`src/rtl/mac_pkg.sv`:
```
// Shared definitions for the MAC operand issuer and MAC_control_unit:
// issuer FSM encoding, default operand/result widths and mode encodings.
package mac_pkg;

    // Default datapath widths shared across the MAC top level
    localparam int MAC_OP_W  = 8;
    localparam int MAC_RES_W = 17;

    // Mode encodings understood by MAC_control_unit
    localparam logic MODE_TRI  = 1'b1;  // (a*x + b)*x + c
    localparam logic MODE_SUMP = 1'b0;  // a0*x0 + a1*x1

    // Issuer FSM states
    typedef enum logic [1:0] {
        ST_IDLE        = 2'd0,
        ST_SUMP_SECOND = 2'd1,
        ST_WAIT        = 2'd2
    } issuer_state_t;

endpackage

```
`src/rtl/mac_operand_fifo.sv`:
```
// Synchronous operand-set FIFO. Push while full is dropped even when a pop
// happens in the same cycle; pop while empty is ignored. Pointers wrap
// naturally because DEPTH is a power of two.
module mac_operand_fifo
    import mac_pkg::*;
#(
    parameter int DEPTH = 4,
    parameter int W     = 4 * MAC_OP_W
) (
    input  logic                     clk,
    input  logic                     reset,
    input  logic                     push,
    input  logic [W-1:0]             push_data,
    input  logic                     pop,
    output logic [W-1:0]             head_data,
    output logic [$clog2(DEPTH):0]   count,
    output logic                     full
);

    localparam int PTR_W = $clog2(DEPTH);
    localparam int CNT_W = PTR_W + 1;

    logic [W-1:0]     mem [DEPTH];
    logic [PTR_W-1:0] wr_ptr;
    logic [PTR_W-1:0] rd_ptr;
    logic             push_ok;
    logic             pop_ok;

    assign full      = (count == CNT_W'(DEPTH));
    assign push_ok   = push && !full;
    assign pop_ok    = pop && (count != '0);
    assign head_data = mem[rd_ptr];

    // Storage, pointers and occupancy; reset empties the FIFO
    always_ff @(posedge clk or negedge reset) begin
        if (!reset) begin
            wr_ptr <= '0;
            rd_ptr <= '0;
            count  <= '0;
            for (int i = 0; i < DEPTH; i++) begin
                mem[i] <= '0;
            end
        end else begin
            if (push_ok) begin
                mem[wr_ptr] <= push_data;
                wr_ptr      <= wr_ptr + 1'b1;
            end
            if (pop_ok) begin
                rd_ptr <= rd_ptr + 1'b1;
            end
            count <= count + CNT_W'(push_ok) - CNT_W'(pop_ok);
        end
    end

endmodule

```
`src/rtl/mac_operand_issuer.sv`:
```
// Operand issuer for MAC_control_unit. Buffers host operand sets, issues
// trinomial (one set) or sum-of-products (two a/x pairs) jobs with the
// valid_input/last_input timing the control unit expects, and captures the
// one-cycle valid_output/final_output result as res_valid/res_data.
// Optional build macro: MAC_ISSUER_TIMEOUT_EN adds a WAIT watchdog that
// pulses err and abandons the job after TIMEOUT cycles.
//
// Handshake: valid_input/last_input are a one-cycle strobe marking the first
// operand cycle of a job; operands and mode stay stable until the job ends.
// valid_output is a one-cycle strobe accepted only in WAIT.
module mac_operand_issuer
    import mac_pkg::*;
#(
    parameter int DEPTH   = 4,
    parameter int OP_W    = MAC_OP_W,
    parameter int RES_W   = MAC_RES_W,
    parameter int TIMEOUT = 15
) (
    input  logic             clk,
    input  logic             reset,
    input  logic             wr_en,
    input  logic [OP_W-1:0]  wr_a,
    input  logic [OP_W-1:0]  wr_b,
    input  logic [OP_W-1:0]  wr_c,
    input  logic [OP_W-1:0]  wr_x,
    input  logic             mode_sel,
    output logic             full,
    output logic             busy,
    output logic             valid_input,
    output logic             last_input,
    output logic [OP_W-1:0]  num_a,
    output logic [OP_W-1:0]  num_b,
    output logic [OP_W-1:0]  num_c,
    output logic [OP_W-1:0]  num_x,
    output logic             mode,
    input  logic             valid_output,
    input  logic [RES_W-1:0] final_output,
    output logic             res_valid,
    output logic [RES_W-1:0] res_data,
    output logic             err,
    output logic [1:0]       dbg_state
);

    localparam int CNT_W = $clog2(DEPTH) + 1;
    localparam int SET_W = 4 * OP_W;

    issuer_state_t    state_q, state_d;
    logic [SET_W-1:0] head_set;
    logic [OP_W-1:0]  head_a, head_b, head_c, head_x;
    logic [CNT_W-1:0] fifo_count;
    logic             fifo_pop;

    logic             valid_input_d, last_input_d;
    logic [OP_W-1:0]  num_a_d, num_b_d, num_c_d, num_x_d;
    logic             mode_d;
    logic             res_valid_d;
    logic [RES_W-1:0] res_data_d;

`ifdef MAC_ISSUER_TIMEOUT_EN
    localparam int TMR_W = $clog2(TIMEOUT + 1);
    logic [TMR_W-1:0] wait_cnt_q, wait_cnt_d;
    logic             err_q, err_d;
`endif

    mac_operand_fifo #(
        .DEPTH (DEPTH),
        .W     (SET_W)
    ) u_fifo (
        .clk       (clk),
        .reset     (reset),
        .push      (wr_en),
        .push_data ({wr_a, wr_b, wr_c, wr_x}),
        .pop       (fifo_pop),
        .head_data (head_set),
        .count     (fifo_count),
        .full      (full)
    );

    assign head_a = head_set[4*OP_W-1 -: OP_W];
    assign head_b = head_set[3*OP_W-1 -: OP_W];
    assign head_c = head_set[2*OP_W-1 -: OP_W];
    assign head_x = head_set[OP_W-1   -: OP_W];

    assign busy      = (state_q != ST_IDLE);
    assign dbg_state = state_q;

    // Next-state and next-output decode; operands/mode hold unless reloaded
    always_comb begin
        state_d       = state_q;
        valid_input_d = 1'b0;
        last_input_d  = 1'b0;
        num_a_d       = num_a;
        num_b_d       = num_b;
        num_c_d       = num_c;
        num_x_d       = num_x;
        mode_d        = mode;
        res_valid_d   = 1'b0;
        res_data_d    = res_data;
        fifo_pop      = 1'b0;
`ifdef MAC_ISSUER_TIMEOUT_EN
        err_d         = 1'b0;
`endif
        case (state_q)
            ST_IDLE: begin
                if (mode_sel == MODE_TRI && fifo_count >= CNT_W'(1)) begin
                    num_a_d       = head_a;
                    num_b_d       = head_b;
                    num_c_d       = head_c;
                    num_x_d       = head_x;
                    fifo_pop      = 1'b1;
                    valid_input_d = 1'b1;
                    last_input_d  = 1'b1;
                    mode_d        = MODE_TRI;
                    state_d       = ST_WAIT;
                end else if (mode_sel == MODE_SUMP && fifo_count >= CNT_W'(2)) begin
                    num_a_d       = head_a;
                    num_x_d       = head_x;
                    fifo_pop      = 1'b1;
                    valid_input_d = 1'b1;
                    last_input_d  = 1'b1;
                    mode_d        = MODE_SUMP;
                    state_d       = ST_SUMP_SECOND;
                end
            end
            ST_SUMP_SECOND: begin
                // Second pair is guaranteed present: IDLE required two sets
                num_a_d  = head_a;
                num_x_d  = head_x;
                fifo_pop = 1'b1;
                state_d  = ST_WAIT;
            end
            ST_WAIT: begin
                if (valid_output) begin
                    res_data_d  = final_output;
                    res_valid_d = 1'b1;
                    state_d     = ST_IDLE;
                end
`ifdef MAC_ISSUER_TIMEOUT_EN
                else if (wait_cnt_q == TMR_W'(TIMEOUT - 1)) begin
                    err_d   = 1'b1;
                    state_d = ST_IDLE;
                end
`endif
            end
            default: begin
                state_d = ST_IDLE;
            end
        endcase
`ifdef MAC_ISSUER_TIMEOUT_EN
        // Counter restarts from 0 on every WAIT entry
        if (state_q == ST_WAIT && state_d == ST_WAIT) begin
            wait_cnt_d = wait_cnt_q + 1'b1;
        end else begin
            wait_cnt_d = '0;
        end
`endif
    end

    // State and registered outputs; reset drops any half-issued job
    always_ff @(posedge clk or negedge reset) begin
        if (!reset) begin
            state_q     <= ST_IDLE;
            valid_input <= 1'b0;
            last_input  <= 1'b0;
            num_a       <= '0;
            num_b       <= '0;
            num_c       <= '0;
            num_x       <= '0;
            mode        <= 1'b0;
            res_valid   <= 1'b0;
            res_data    <= '0;
        end else begin
            state_q     <= state_d;
            valid_input <= valid_input_d;
            last_input  <= last_input_d;
            num_a       <= num_a_d;
            num_b       <= num_b_d;
            num_c       <= num_c_d;
            num_x       <= num_x_d;
            mode        <= mode_d;
            res_valid   <= res_valid_d;
            res_data    <= res_data_d;
        end
    end

`ifdef MAC_ISSUER_TIMEOUT_EN
    // WAIT watchdog counter and registered err strobe
    always_ff @(posedge clk or negedge reset) begin
        if (!reset) begin
            wait_cnt_q <= '0;
            err_q      <= 1'b0;
        end else begin
            wait_cnt_q <= wait_cnt_d;
            err_q      <= err_d;
        end
    end

    assign err = err_q;
`else
    assign err = 1'b0;
`endif

endmodule

```
`config.mk`:
```
export PLATFORM = sky130hd
export DESIGN_NAME = mac_operand_issuer
export DESIGN_NICKNAME = d
export VERILOG_FILES = /design/src/rtl/mac_pkg.sv /design/src/rtl/mac_operand_fifo.sv /design/src/rtl/mac_operand_issuer.sv
export SDC_FILE = /design/constraint.sdc
export NUM_CORES = 1
export LEC_CHECK = 0
export ABC_AREA = 1
export BUFFER_PORTS_ARGS = -buffer_cell sky130_fd_sc_hd__buf_2
export CORE_MARGIN = 2
export CORE_UTILIZATION = 37
export DETAILED_ROUTE_END_ITERATION = 8
export HOLD_SLACK_MARGIN = 0.03
export PLACE_DENSITY = 0.58
export SKIP_CTS_REPAIR_TIMING = 1
export SYNTH_ARGS = -nofsm -noshare
export SYNTH_HDL_FRONTEND = slang
export SYNTH_SLANG_ARGS = --single-unit
```
`constraint.sdc`:
```
create_clock -name clk -period 2.55 [get_ports clk]
set_input_delay 0.3825 -clock clk [delete_from_list [all_inputs] [get_ports clk]]
set_output_delay 0.3825 -clock clk [all_outputs]
set_load 0.03 [all_outputs]
```
==> results of run 1 <==
-- sequential cells by signal, indices dropped and copies added, names as in the netlist, 3 cells and up --
name,flops
u_fifo.mem,128
res_data,17
num_a,8
num_b,8
num_c,8
num_x,8
u_fifo.count,3
-- how the worst max path moves through the flow --
stage / from / endpoint / slack [ns] / cells after the start
6_report: u_fifo.count[1] / u_fifo.count[2] / 0.29 / 14
5_1_grt: u_fifo.count[1] / u_fifo.count[2] / 0.12 / 14
4_1_cts: u_fifo.count[1] / u_fifo.count[2] / 0.27 / 14
3_5_place_dp: u_fifo.count[1] / u_fifo.count[2] / 0.28 / 14
3_3_place_gp: u_fifo.count[1] / u_fifo.count[2] / 0.33 / 14
2_1_floorplan: dbg_state[1] / u_fifo.count[2] / 0.17 / 13
-- metal layers --
metal / track usage / share of wire / wire (um) / vias up
li1: - / - / - / 3106
met4: 0.0419 / 0.012 / 229 / 0
met1: 0.241 / 0.49 / 9620 / 2975
met2: 0.282 / 0.46 / 9040 / 115
met5: 0 / 0 / 0 / -
met3: 0.0291 / 0.032 / 629 / 18
-- cells by family (layout without fill, tap and decap cells) --
kind of cell / Yosys count / count (layout) / share of synthesized area
fa+ha+maj: 8 / 8 / 0.0129
other cells: 1 / 1 / 0.000449
flops: 189 / 189 / 0.566
xor+xnor: 2 / 2 / 0.00210
simple gates: 371 / 371 / 0.182
buf+inv: 104 / 204 / 0.0774
compound gates: 227 / 227 / 0.159
-- power groups by stage --
stage / Clock (mW) / Sequential [mW] / Combinational [mW]
floorplan: 0 / 5.76 / 3.85
global placement: 0 / 5.10 / 5.80
detailed placement: 0 / 5.12 / 5.89
CTS: 2.95 / 5.08 / 5.91
global route: 3.08 / 5.25 / 6.55
finish: 2.89 / 5.08 / 5.82
-- synthesized netlist by cell type (7+ instances only) --
cell type and instances:
buf_6 30, inv_1 41, clkbuf_1 13, nand3_1 19
o21ai_0 59, o21ai_2 39, nor2_1 65, o21ai_1 95
o22ai_1 32, nand2_1 274, ha_1 7, dfrtp_1 189
-- worst max-delay path, delay by kind of cell (launching register included) --
| kind | cells | cell delay (ns) |
|---|---|---|
| xor+xnor | 1 | 0.14 |
| fa+ha+maj | 4 | 1.00 |
| buf+inv | 3 | 0.20 |
| flops | 1 | 0.40 |
| simple gates | 6 | 0.42 |
-- stage by stage --
step / setup slack (ns) / utilization / instance area [um2] / power [mW] / std cells
after floorplan: 0.171 / - / 8350 / 9.61 / 902
after global placement: 0.329 / 0.407 / 8950 / 10.9 / 1249
after detailed placement: 0.282 / 0.407 / 8950 / 11.0 / 1249
after CTS: 0.271 / 0.437 / 9590 / 14.0 / 1281
after global routing: 0.125 / 0.437 / 9600 / 14.9 / 1282
final: 0.293 / 0.437 / 9600 / 13.8 / 1282
-- area by class of cell --
| class | instances | area, um2 | share of cell area |
|---|---|---|---|
| Sequential cell | 189 | 4730 | 0.493 |
| Multi-Input combinational cell | 609 | 2980 | 0.310 |
| Tap cell | 280 | 350 | 0.0365 |
| Clock inverter | 11 | 179 | 0.0186 |
| Timing Repair Buffer | 123 | 709 | 0.0739 |
| Clock buffer | 21 | 460 | 0.0480 |
| Inverter | 49 | 189 | 0.0197 |
==> flow_metrics.env, run 1 <==
export IMPL_p_sw_mw=5.76
export IMPL_gp_congestion=0.726
export IMPL_numnets_final=1051
export IMPL_post_synth_inst_count=902
export IMPL_synth_sequential_area_ratio=0.566
export IMPL_synth_seq_cells=189
export IMPL_reg2reg_slack_ns=0.29
export IMPL_p_clk_frac=0.209
export IMPL_globalRouteTotalUtil=0.172
export IMPL_mostFrequentLayoutCell="nand2_1"
export IMPL_clock_tree_from_tritoncts="yes"
export IMPL_place_hpwl_um=11600
export IMPL_clock_tree_htree_level_count=4
export IMPL_post_synth_top_area_fraction=0.566
export IMPL_finalMaxSlewViolations=0
export IMPL_critPathSlowestCell="dfrtp_1"
export IMPL_hold_path_end="dbg_state[1]"
export IMPL_grt_antenna_before_repair=0
export IMPL_p_comb_frac=0.422
export IMPL_drive_above_1_share=0.212
export IMPL_worstPathArrival_ns=2.58
export IMPL_setup_viol_count_final=0
export IMPL_synth_yosys_warnings=0
export IMPL_dr_total_vias=6214
export IMPL_p_int_mw=8.02
export IMPL_antennaDiodeCount=0
export IMPL_fp_rows=54
export IMPL_ys_flop_type="dfrtp_1"
export IMPL_r2r_end="u_fifo.count[2]"
export IMPL_cts_sinks=189
export IMPL_cp_slowest_stage_delay_ns=0.40
export IMPL_io_pins=112
export IMPL_worst_slew_margin_rel=0.535
export IMPL_initial_core_utilization=0.380
export IMPL_criticalPathCategory="reg -> reg"
export IMPL_hold_viol=0
export IMPL_totalWireLength_um=19500
export IMPL_insertion_delay_ns=0.43
export IMPL_clockBufferDepth=2
export IMPL_flow_area_growth_from_synthesis_pct=14.9
export IMPL_layout_common_cells="nand2_1, dfrtp_1, buf_2, o21ai_1, nor2_1"
export IMPL_synth_area_leaders="dfrtp_1, nand2_1, o21ai_1"
export IMPL_leakage_nw=4.86
export IMPL_postRouteAntennaNets=0
export IMPL_power_share_switching=0.418
export IMPL_asyncSetResetFlopFracSynth=1.00
export IMPL_layout_filler_cells=2211
export IMPL_post_synth_instance_area_um2=8350
export IMPL_route_detailed_vias_per_inst=4.85
export IMPL_max_cap_violations=0
export IMPL_grt_start_max_net_pins=66
export IMPL_rr_startpoint="u_fifo.count[1]"
export IMPL_clk_pin_slew_ns=0.07
export IMPL_synth_area_per_cell_um2=9.26
export IMPL_post_drt_wl_per_cell_um=15.2
export IMPL_clockRootBuffer="clkbuf_16"
export IMPL_measured_slew_at_the_worst_slew_check_pin_ns=0.698
export IMPL_grt_ovfl_total=0
export IMPL_power_density_cells_nw_per_um2=1440
export IMPL_mappedNetlistNets=964
export IMPL_hold_path_cell_cnt=2
export IMPL_die_x_um=154
export IMPL_grt_pass1_vias=6186
export IMPL_critical_path_cell_list="inv_1, ha_1, nand2_1, nand2_2, nand2_2, nand2_4, nand2_1, nand2_1, inv_1, ha_1, inv_1, ha_1, fa_1, xnor2_1"
export IMPL_hp_class="in -> reg"
export IMPL_synth_largest_area_cell="dfrtp_1"
export IMPL_die_area_um2=23800
export IMPL_drc_marker_count_from_the_first_detailed_route_iteration=416
export IMPL_final_min_period_over_clock_period=0.885
export IMPL_fin_hold_ws_ns=0.143
export IMPL_timing_setup_tns_ns=0
export IMPL_critPathLaunchType="flop"
export IMPL_placement_io_buffers=110
export IMPL_worstHoldStart="valid_output"
export IMPL_synth_cell_type_count=30
export IMPL_placeableCoreArea_um2=22000
export IMPL_p_seq_frac=0.369
export IMPL_worstPathMaxFanout=3
export IMPL_detailedRoute_firstPassIterationCount=5
export IMPL_synth_edff_count=0
export IMPL_dieHeight_um=154
export IMPL_drc_errors=0
export IMPL_grt_pass1_wl_um=32700
export IMPL_rr_worst_depth=14
export IMPL_max_vdd_ir_drop_uv=555
export IMPL_grt_setup_unrepaired="false"
export IMPL_fin_worst_skew_ns=0.0107
export IMPL_fmax_mhz=443
export IMPL_cts_made_buffers=17
export IMPL_run_status="finished, final reports clean"
export IMPL_worst_setup_path_end_kind="flop"
export IMPL_cp_data_required_time_ns=2.87
export IMPL_finalCriticalPeriod_ns=2.26
Note: power is estimated with default switching activity, not from simulation.
==> inputs of run 2 (changes only) <==
--- a/config.mk
+++ b/config.mk
@@ -7,11 +7,13 @@
 export LEC_CHECK = 0
 export ABC_AREA = 1
 export BUFFER_PORTS_ARGS = -buffer_cell sky130_fd_sc_hd__buf_2
+export CAP_MARGIN = 20
 export CORE_MARGIN = 2
 export CORE_UTILIZATION = 37
 export DETAILED_ROUTE_END_ITERATION = 8
 export HOLD_SLACK_MARGIN = 0.03
 export PLACE_DENSITY = 0.58
+export RECOVER_POWER = 100
 export SKIP_CTS_REPAIR_TIMING = 1
 export SYNTH_ARGS = -nofsm -noshare
 export SYNTH_HDL_FRONTEND = slang
==> flow_metrics.env, run 2 (synthesis results as in run 1) <==
export IMPL_run_status="finished, final reports clean"
export IMPL_finalMaxSlewViolations=0
export IMPL_grt_setup_unrepaired="false"
export IMPL_totalWireLength_um=19600
export IMPL_clockBufferDepth=2
export IMPL_placeableCoreArea_um2=22000
export IMPL_drc_marker_count_from_the_first_detailed_route_iteration=400
export IMPL_initial_core_utilization=0.380
export IMPL_grt_start_max_net_pins=66
export IMPL_largestRegisters="u_fifo.mem: 128 flops, res_data: 17 flops"
export IMPL_power_share_switching=0.421
export IMPL_path_delay_family="adder cells"
export IMPL_cts_made_buffers=17
export IMPL_dieHeight_um=154
export IMPL_critPathSlowestCell="dfrtp_1"
export IMPL_fp_rows=54
export IMPL_detailedRoute_firstPassIterationCount=5
export IMPL_grt_pass1_vias=6186
export IMPL_hold_viol=0
export IMPL_non_filler_instance_count_after_layout=1282
export IMPL_largest_register="u_fifo.mem"
export IMPL_timing_critical_path_mode_cell="nand2_1"
export IMPL_max_vdd_ir_drop_uv=526
export IMPL_reg2reg_slack_ns=0.25
export IMPL_antennaDiodeCount=0
export IMPL_critical_path_cell_list="inv_1, ha_1, nand2_1, nand2_1, nand2_1, nand2_4, nand2_1, nand2_1, inv_1, ha_1, inv_1, ha_1, fa_1, xnor2_1"
export IMPL_setup_viol_count_final=0
export IMPL_power_consumption_mw=13.3
export IMPL_p_seq_frac=0.383
export IMPL_timing_setup_tns_ns=0
export IMPL_cp_data_required_time_ns=2.87
export IMPL_worst_setup_path_end_kind="flop"
export IMPL_io_pins=112
export IMPL_numnets_final=1051
export IMPL_stdcell_area_um2=9300
export IMPL_finalCriticalPeriod_ns=2.30
export IMPL_p_sw_mw=5.60
export IMPL_drive_above_1_share=0.109
export IMPL_worstPathMaxFanout=3
export IMPL_grt_antenna_before_repair=0
export IMPL_clock_tree_htree_level_count=4
export IMPL_criticalPathCategory="reg -> reg"
export IMPL_layout_common_cells="nand2_1, dfrtp_1, o21ai_0, nor2_1, clkbuf_1"
export IMPL_dpl_cell_count=1249
export IMPL_hp_class="in -> reg"
export IMPL_cp_num_buf_inv=3
export IMPL_gp_congestion=0.726
export IMPL_cts_sinks=189
export IMPL_drc_errors=0
export IMPL_grt_ovfl_total=0
export IMPL_worstPathArrival_ns=2.62
export IMPL_worst_slew_margin_rel=0.0977
export IMPL_clockRootBuffer="clkbuf_16"
export IMPL_pre_cts_ws_ns=0.282
export IMPL_mostFrequentLayoutCell="nand2_1"
export IMPL_postRouteAntennaNets=0
export IMPL_p_clk_frac=0.217
export IMPL_leakage_nw=4.62
export IMPL_grt_pass1_wl_um=32700
export IMPL_insertion_delay_ns=0.43
export IMPL_placement_io_buffers=110
export IMPL_place_hpwl_um=11600
export IMPL_p_comb_frac=0.400
export IMPL_fin_hold_ws_ns=0.129
export IMPL_globalRouteTotalUtil=0.172
export IMPL_max_cap_violations=0
export IMPL_largest_register_ffs=128
export IMPL_p_int_mw=7.72
export IMPL_critPathLaunchType="flop"
export IMPL_cp_slowest_stage_delay_ns=0.39
export IMPL_placedInstanceArea_um2=8950
export IMPL_fin_worst_skew_ns=0.0108
export IMPL_clk_pin_slew_ns=0.07
export IMPL_power_density_cells_nw_per_um2=1430
export IMPL_die_area_um2=23800
export IMPL_die_x_um=154
export IMPL_measured_slew_at_the_worst_slew_check_pin_ns=1.35
export IMPL_post_route_worst_setup_slack_ns=0.248
export IMPL_final_min_period_over_clock_period=0.903
export IMPL_route_detailed_vias_per_inst=4.83
export IMPL_fmax_mhz=434
export IMPL_post_drt_wl_per_cell_um=15.3
export IMPL_clock_tree_from_tritoncts="yes"
export IMPL_flow_area_growth_from_synthesis_pct=11.4
export IMPL_fin_util=0.424
export IMPL_dr_total_vias=6193
==> run 2: cell count changes in the layout (fill, tap and decap cells not counted), moves of 4 or more <==
| cell | previous run | this run |
|---|---|---|
| o21ai_1 | 95 | 11 |
| o21ai_2 | 39 | 0 |
| clkbuf_1 | 2 | 61 |
| o21ai_0 | 59 | 182 |
| buf_2 | 109 | 52 |
| nand2_8 | 4 | 0 |
| buf_4 | 8 | 3 |
==> run 2: cell type report <==
type,instances,area (um2)
inverters,49,189
flip-flops and latches,189,4730
clock inverters,11,179
repair buffers,123,617
fillers,2276,12700
multi-input cells,609,2780
clock buffers,21,460
well taps,280,350
==> run 2: path summary, 6_finish.rpt <==
| check | depth (start not counted) | endpoint | startpoint |
|---|---|---|---|
| setup reg to reg | 14 | u_fifo.count[2] | u_fifo.count[1] |
| min in group asynchronous | 2 | num_c[0] | reset |
| hold reg to reg | 2 | num_c[7] | num_c[7] |
| hold / removal | 2 | dbg_state[1] | valid_output |
| setup / recovery | 14 | u_fifo.count[2] | u_fifo.count[1] |
| max in group asynchronous | 3 | u_fifo.rd_ptr[0] | reset |
==> run 2: power by group through the flow <==
stage	logic [mW]	registers [mW]	clock network [mW]
2_1_floorplan	3.85	5.76	0
3_3_place_gp	5.80	5.10	0
3_5_place_dp	5.89	5.12	0
4_1_cts	5.91	5.08	2.95
5_1_grt	6.06	5.27	3.08
6_report	5.33	5.10	2.89
==> run 2: layer usage <==
layer	track usage	part of all wire
met1	0.241	0.50
met3	0.0291	0.034
met4	0.0419	0.011
met2	0.282	0.46
met5	0	0
